$ cat src/rtl/flopenrc_pipe_pkg.sv
// Shared defaults and helpers for the flopenrc pipeline.
// Holds the default constants and the occupancy-width function.
package flopenrc_pipe_pkg;

  localparam int unsigned WIDTH_DEF = 32;
  localparam int unsigned DEPTH_DEF = 3;
  localparam logic [63:0] RESET_VAL_DEF = 64'd0;

  // Bits needed to count 0..depth valid stages.
  function automatic int unsigned occ_w(input int unsigned depth);
    return $clog2(depth + 1);
  endfunction

endpackage

$ cat src/rtl/flopenrc.sv
// One pipeline stage: enabled register with async reset and sync clear.
// Ports: clk, reset (async, active-low), en, clr, d[WIDTH], q[WIDTH].
module flopenrc #(
  parameter int unsigned WIDTH = 1,
  parameter logic [WIDTH-1:0] RESET_VAL = '0
) (
  input  logic             clk,
  input  logic             reset,
  input  logic             en,
  input  logic             clr,
  input  logic [WIDTH-1:0] d,
  output logic [WIDTH-1:0] q
);

  logic [WIDTH-1:0] q_q;

  always_ff @(posedge clk or negedge reset) begin
    if (!reset) begin
      q_q <= RESET_VAL;
    end else if (clr) begin
      q_q <= RESET_VAL;
    end else if (en) begin
      q_q <= d;
    end
  end

  assign q = q_q;

endmodule

$ cat src/rtl/flopenrc_pipe.sv
// DEPTH-stage enabled/clearable pipeline with per-stage valid tags.
// Ports: clk, reset (async, active-low), en, clr, d, d_valid -> q, q_valid, occupancy.
module flopenrc_pipe
  import flopenrc_pipe_pkg::*;
#(
  parameter int unsigned WIDTH = WIDTH_DEF,
  parameter int unsigned DEPTH = DEPTH_DEF,
  parameter logic [WIDTH-1:0] RESET_VAL = RESET_VAL_DEF[WIDTH-1:0]
) (
  input  logic                      clk,
  input  logic                      reset,
  input  logic                      en,
  input  logic                      clr,
  input  logic [WIDTH-1:0]          d,
  input  logic                      d_valid,
  output logic [WIDTH-1:0]          q,
  output logic                      q_valid,
  output logic [occ_w(DEPTH)-1:0]   occupancy
);

  localparam int unsigned OW = occ_w(DEPTH);

  logic [DEPTH-1:0][WIDTH-1:0] data_q;
  logic [DEPTH-1:0][WIDTH-1:0] data_d;
  logic [DEPTH-1:0]            vld_q;
  logic [DEPTH-1:0]            vld_d;

  for (genvar i = 0; i < DEPTH; i++) begin : g_stage
    if (i == 0) begin : g_head
      assign data_d[i] = d;
      assign vld_d[i]  = d_valid;
    end else begin : g_body
      assign data_d[i] = data_q[i-1];
      assign vld_d[i]  = vld_q[i-1];
    end

    flopenrc #(
      .WIDTH     (WIDTH),
      .RESET_VAL (RESET_VAL)
    ) u_data (
      .clk   (clk),
      .reset (reset),
      .en    (en),
      .clr   (clr),
      .d     (data_d[i]),
      .q     (data_q[i])
    );

    flopenrc #(
      .WIDTH     (1),
      .RESET_VAL (1'b0)
    ) u_vld (
      .clk   (clk),
      .reset (reset),
      .en    (en),
      .clr   (clr),
      .d     (vld_d[i]),
      .q     (vld_q[i])
    );
  end

  // Tracks popcount of vld_q incrementally: one tag enters, one leaves.
  logic [OW-1:0] occ_q;
  logic [OW-1:0] occ_d;

  always_comb begin
    occ_d = occ_q;
    if (clr) begin
      occ_d = '0;
    end else if (en) begin
      unique case ({d_valid, vld_q[DEPTH-1]})
        2'b10:   occ_d = occ_q + OW'(1);
        2'b01:   occ_d = occ_q - OW'(1);
        default: occ_d = occ_q;
      endcase
    end
  end

  always_ff @(posedge clk or negedge reset) begin
    if (!reset) begin
      occ_q <= '0;
    end else begin
      occ_q <= occ_d;
    end
  end

  assign q         = data_q[DEPTH-1];
  assign q_valid   = vld_q[DEPTH-1];
  assign occupancy = occ_q;

endmodule

$ cat config.mk
export PLATFORM = sky130hd
export DESIGN_NAME = flopenrc_pipe
export DESIGN_NICKNAME = d
export VERILOG_FILES = /design/src/rtl/flopenrc_pipe_pkg.sv /design/src/rtl/flopenrc.sv /design/src/rtl/flopenrc_pipe.sv
export SDC_FILE = /design/constraint.sdc
export NUM_CORES = 1
export LEC_CHECK = 0
export ABC_AREA = 1
export BUFFER_PORTS_ARGS = -buffer_cell sky130_fd_sc_hd__buf_4
export CAP_MARGIN = 20
export CORE_MARGIN = 5
export CORE_UTILIZATION = 55
export DETAILED_ROUTE_END_ITERATION = 8
export GPL_ROUTABILITY_DRIVEN = 0
export PLACE_DENSITY = 0.8
export SLEW_MARGIN = 20
export SYNTH_ARGS = -nofsm -noshare
export SYNTH_HDL_FRONTEND = slang
export SYNTH_SLANG_ARGS = --single-unit
$ cat constraint.sdc
create_clock -name clk -period 1.1 [get_ports clk]
set_input_delay 0.22 -clock clk [delete_from_list [all_inputs] [get_ports clk]]
set_output_delay 0.22 -clock clk [all_outputs]
set_load 0.03 [all_outputs]
== Yosys cells after proc, flatten, opt, wreduce, memory -nomap -nowiden ==
Index checks and enable logic that the tools add are counted.

* Bits in registers: 101
* Logic and storage cells: 29

* Reduce and logical (&&, ||, !) cells: 3
* Equal/unequal tests: 2
* Multiplexer cells: 15
* Add/sub/neg operators: 2

{| class="wikitable"
|+ Operator list
! operator !! number
|-
| 2-to-1 mux 32 bit || 6
|-
| 2-to-1 mux 1 bit || 6
|-
| 2-to-1 mux 2 bit || 2
|-
| case mux 2 bit (2 select lines) || 1
|-
| nonzero test 3 bit || 1
|-
| adder 2 x 1 -> 2 bit (second input constant) || 1
|-
| == test 2 x 1 -> 1 bit (second input constant) || 1
|-
| == test 2 bit (second input constant) || 1
|-
| AND reduction 2 bit || 1
|-
| nonzero test 2 bit || 1
|-
| subtractor 2 x 1 -> 2 bit (second input constant) || 1
|}

== Logic depth before layout (Yosys ltp) ==
* Depth in word-level cells: 4
* Gate-level depth with buffers: 6

== Cells and area by module ==
Synthesis repeated with hierarchy kept, for this count alone.

* Cells, all modules: 463
* Area total of the unflattened synthesis: 4339.2 um^2

{| class="wikitable"
|+ By module, submodules not included
! module !! area each (um^2) !! times used !! cells an instance
|-
| flopenrc at g_stage[0].u_data ... || 1351.3 || 3 || 140
|-
| flopenrc_pipe || 150.1 || 1 || 25
|-
| flopenrc at g_stage[0].u_vld ... || 45.0 || 3 || 6
|}

== Worst setup path before layout ==
No wires, ideal clock.

* Path kind: input-to-reg
* Start point: input en
* End point: register g_stage[2].u_data.q_q[0]
* Arrival: 989 ps
* Stages on the path: 6
* Path slack: 32 ps
* Data required time: 1020 ps
* Path buffers: 4
* Cells stage by stage: buf_6 or2_1 buf_6 buf_6 buf_6 o22ai_2

* Word-level cells in the longest chain between the ends: 1

{| class="wikitable"
|+ Ends and longest elaborated chain
! element !! RTL line !! text
|-
| from (decl) || flopenrc_pipe.sv:12 || <nowiki>input logic en,</nowiki>
|-
| nonzero test 2 bit (no line) || -- ||
|-
| to (signal assigned) || flopenrc.sv:19 || <nowiki>q_q <= RESET_VAL;</nowiki>
|-
| to (signal assigned) || flopenrc.sv:21 || <nowiki>q_q <= RESET_VAL;</nowiki>
|-
| to (signal assigned) || flopenrc.sv:23 || <nowiki>q_q <= d;</nowiki>
|-
| to (decl) || flopenrc.sv:15 || <nowiki>logic [WIDTH-1:0] q_q;</nowiki>
|}

Every way passes these cells.
A chain may end at the register's enable or synchronous reset.

== Worst setup path after layout ==
* Start point: register g_stage[2].u_data.q_q[31]
* End point: output q[31]

{| class="wikitable"
|+ RTL lines
! element !! RTL line !! text
|-
| to (decl) || flopenrc_pipe.sv:16 || <nowiki>output logic [WIDTH-1:0] q,</nowiki>
|}

No word-level cell between the ends.

==> flow_metrics.env <==
export IMPL_fill_cells=502
export IMPL_grt_pass1_wl_mm=13.83
export IMPL_clkTransAtPathRegs_ps=80
export IMPL_cts_sinks=101
export IMPL_ir_worst_vdd_v=0.0009046
export IMPL_synth_mux_area_frac=0
export IMPL_layout_commonest_cell="inv_1"
export IMPL_ys_ff_latch=101
export IMPL_intPower_mw=5.227
export IMPL_drc=0
export IMPL_cp_startpoint="g_stage[2].u_data.q[31]"
export IMPL_synth_area_leader_cell="dfrtp_1"
export IMPL_root_buffer="clkbuf_8"
export IMPL_sequentialPowerShare=0.570
export IMPL_io_pins=72
export IMPL_wl_per_cell_um=14.42
export IMPL_syn_num_nets=416
export IMPL_port_buffers=71
export IMPL_ys_types=15
export IMPL_power_frac_comb=0.106
export IMPL_period_minus_slack_ps=1149
export IMPL_grt_usage=0.1971
export IMPL_wl_mm=8.188
export IMPL_final_cell_mix="inv_1 (103), dfrtp_1 (101), buf_4 (63), o22ai_1 (57), nand3_1 (36)"
export IMPL_worstSkewPairLatency_ps=350
export IMPL_critical_path_top_delay_family="flip-flops"
export IMPL_overflow=0
export IMPL_fp_dieH_um=94.68
export IMPL_maxCapViolCount=0
export IMPL_criticalPathCategory="flip-flop to primary output"
export IMPL_rsz0062_at_grt="yes"
export IMPL_regArea_um2=2527
export IMPL_cp_slowest_cell="dfrtp_1"
export IMPL_clock_path_buffers=2
export IMPL_yosys_top_cells_area="dfrtp_1 (64%), inv_1 (9.8%), o22ai_1 (9.0%), nand3_1 (4.6%), o21ai_0 (4.1%)"
export IMPL_yosys_warnings=0
export IMPL_synth_compound_area_frac=0.1640
export IMPL_start_kind="flip-flop"
export IMPL_fp_dieW_um=94.68
export IMPL_r2r_start="occupancy[0]"
export IMPL_hp_class="primary input to flip-flop"
export IMPL_setup_viol=33
export IMPL_multi_input_area_um2=887.1
export IMPL_grt_max_degree=51
export IMPL_final_cells=568
export IMPL_cts_tree="yes"
export IMPL_cts_max_level=3
export IMPL_p_sw_mw=1.587
export IMPL_drt_initial_drc_count=141
export IMPL_setup_ws_ps=-48.83
export IMPL_worstPathArrival_ps=930
export IMPL_syn_cell_area_um2=3944
export IMPL_firstDrtPassIters=4
export IMPL_violations="setup timing"
export IMPL_grt_pass1_vias=2942
export IMPL_hold_slack_ps=105.0
export IMPL_synth_top_area_share=0.6409
export IMPL_cts_buffers=9
export IMPL_synth_simple_gate_area_frac=0.05869
export IMPL_antenna_found_initial=0
export IMPL_avgSynthCellArea_um2=10.41
export IMPL_slew_headroom=0.7854
export IMPL_crit_path_max_fanout=2
export IMPL_end_kind="primary output"
export IMPL_vias=2904
export IMPL_initial_utilization=0.5741
export IMPL_synth_cells=379
export IMPL_cp_cell_sequence="buf_6"
export IMPL_dieArea_um2=8964
export IMPL_leakagePower_nw=2.382
export IMPL_avgViaCountPerCell=5.113
export IMPL_worst_pin_slew_ps=321.9
export IMPL_hold_violations=0
export IMPL_cpPeakStageDelay_ps=430
export IMPL_status="complete, but fails checks"
export IMPL_dp_cells=535
export IMPL_synth_top_family_by_area="compound AO/OA/AOI/OAI gates"
export IMPL_critPathRequiredTime_ps=880
export IMPL_min_delay_start="d[7]"
export IMPL_pwr_share_clk=0.324
export IMPL_drv_slew=0
export IMPL_swShare=0.2329
export IMPL_final_core_util=0.7399
export IMPL_period_share=1.044
export IMPL_rows=30
export IMPL_antenna_cells=0
export IMPL_crit_buf_inv=1
export IMPL_synth_seq_area_share=0.6409
export IMPL_power_density_nw_per_um2=1341
export IMPL_hpwl_mm=5.402
export IMPL_dp_slack_ps=6.940
export IMPL_drtAntennaViolNets=0
export IMPL_syn_to_final_growth_pct=28.87
export IMPL_synth_xor_area_share=0
export IMPL_core_area_um2=6869
export IMPL_synth_fa_ha_area_frac=0
export IMPL_fmax_mhz=870.4
export IMPL_drive_above_1_share=0.2712
export IMPL_finClkSkew_ps=8.652
export IMPL_finalNetCount=506
export IMPL_p_total_mw=6.815
## state kept, by name (all words and copies together), names as in the netlist
signal,cells
g_stage.u_data.q,96
g_stage.u_vld.q,3
occupancy,2
## what timing repair did
| item | 4_1_cts | 5_1_grt |
|---|---|---|
| hold buffers | 1 | 0 |
| gates resized for setup | 35 | 1 |
| endpoints found under the hold margin | 101 | 0 |
| buffers inserted | 5 | 13 |
| endpoints found under the setup margin | 35 | 37 |
## cells in the mapped netlist
cell,count
or2_1,1
o21ai_0,32
inv_1,103
clkbuf_1,5
buf_2,13
nand3_1,36
dfrtp_1,101
buf_1,1
clkinv_1,1
o22ai_1,57
o22ai_2,10
buf_6,4
buf_4,2
nand2_1,12
a21oi_1,1
## area by class of cell
class | instances | area share
Clock buffer | 12 | 0.02856
Clock inverter | 2 | 0.006893
Inverter | 104 | 0.07681
Multi-Input combinational cell | 149 | 0.1745
Sequential cell | 101 | 0.4973
Tap cell | 96 | 0.02363
Timing Repair Buffer | 104 | 0.1923
## through the flow
stage | TNS (ps) | area, µm²
floorplan | 0 | 3944
global placement | 0 | 4622
detailed placement | 0 | 4622
CTS | -1126 | 4981
global route | -1725 | 5082
finish | -527.5 | 5082
## power groups by stage
stage          Sequential (mW)  Combinational [mW]  Clock (mW)
6_report                  3.89               0.721        2.21
5_1_grt                   3.90               0.802        2.41
4_1_cts                   3.89               0.715        2.27
3_5_place_dp              3.96               0.681           0
3_3_place_gp              3.95               0.665           0
2_1_floorplan             3.99               0.316           0
## path summary, 6_finish.rpt
path	cells after the start	slack (ps)	to
max in group asynchronous	3	430	g_stage[2].u_data.q[6]
min in group asynchronous	2	220	g_stage[1].u_data.q[18]
worst max-delay path	1	-50	q[31]
worst min register to register	2	530	g_stage[1].u_data.q[10]
worst max register to register	7	60	occupancy[1]
worst min-delay path	3	110	g_stage[0].u_data.q[7]
## cell families after synthesis
| group | count (synthesis) |
|---|---|
| DFF | 101 |
| and+or+nand+nor | 49 |
| AOI/OAI and AO/OA | 100 |
| buffers and inverters | 129 |
## metal layers
metal / track usage / wire length [µm] / vias to the layer above
met3: 0.03506 / 425 / 6
met5: 0 / 0 / -
met1: 0.2777 / 3602 / 1412
li1: - / - / 1401
met2: 0.3083 / 4097 / 85
met4: 0.07212 / 63 / 0
Note: power is estimated with default switching activity, not from simulation.
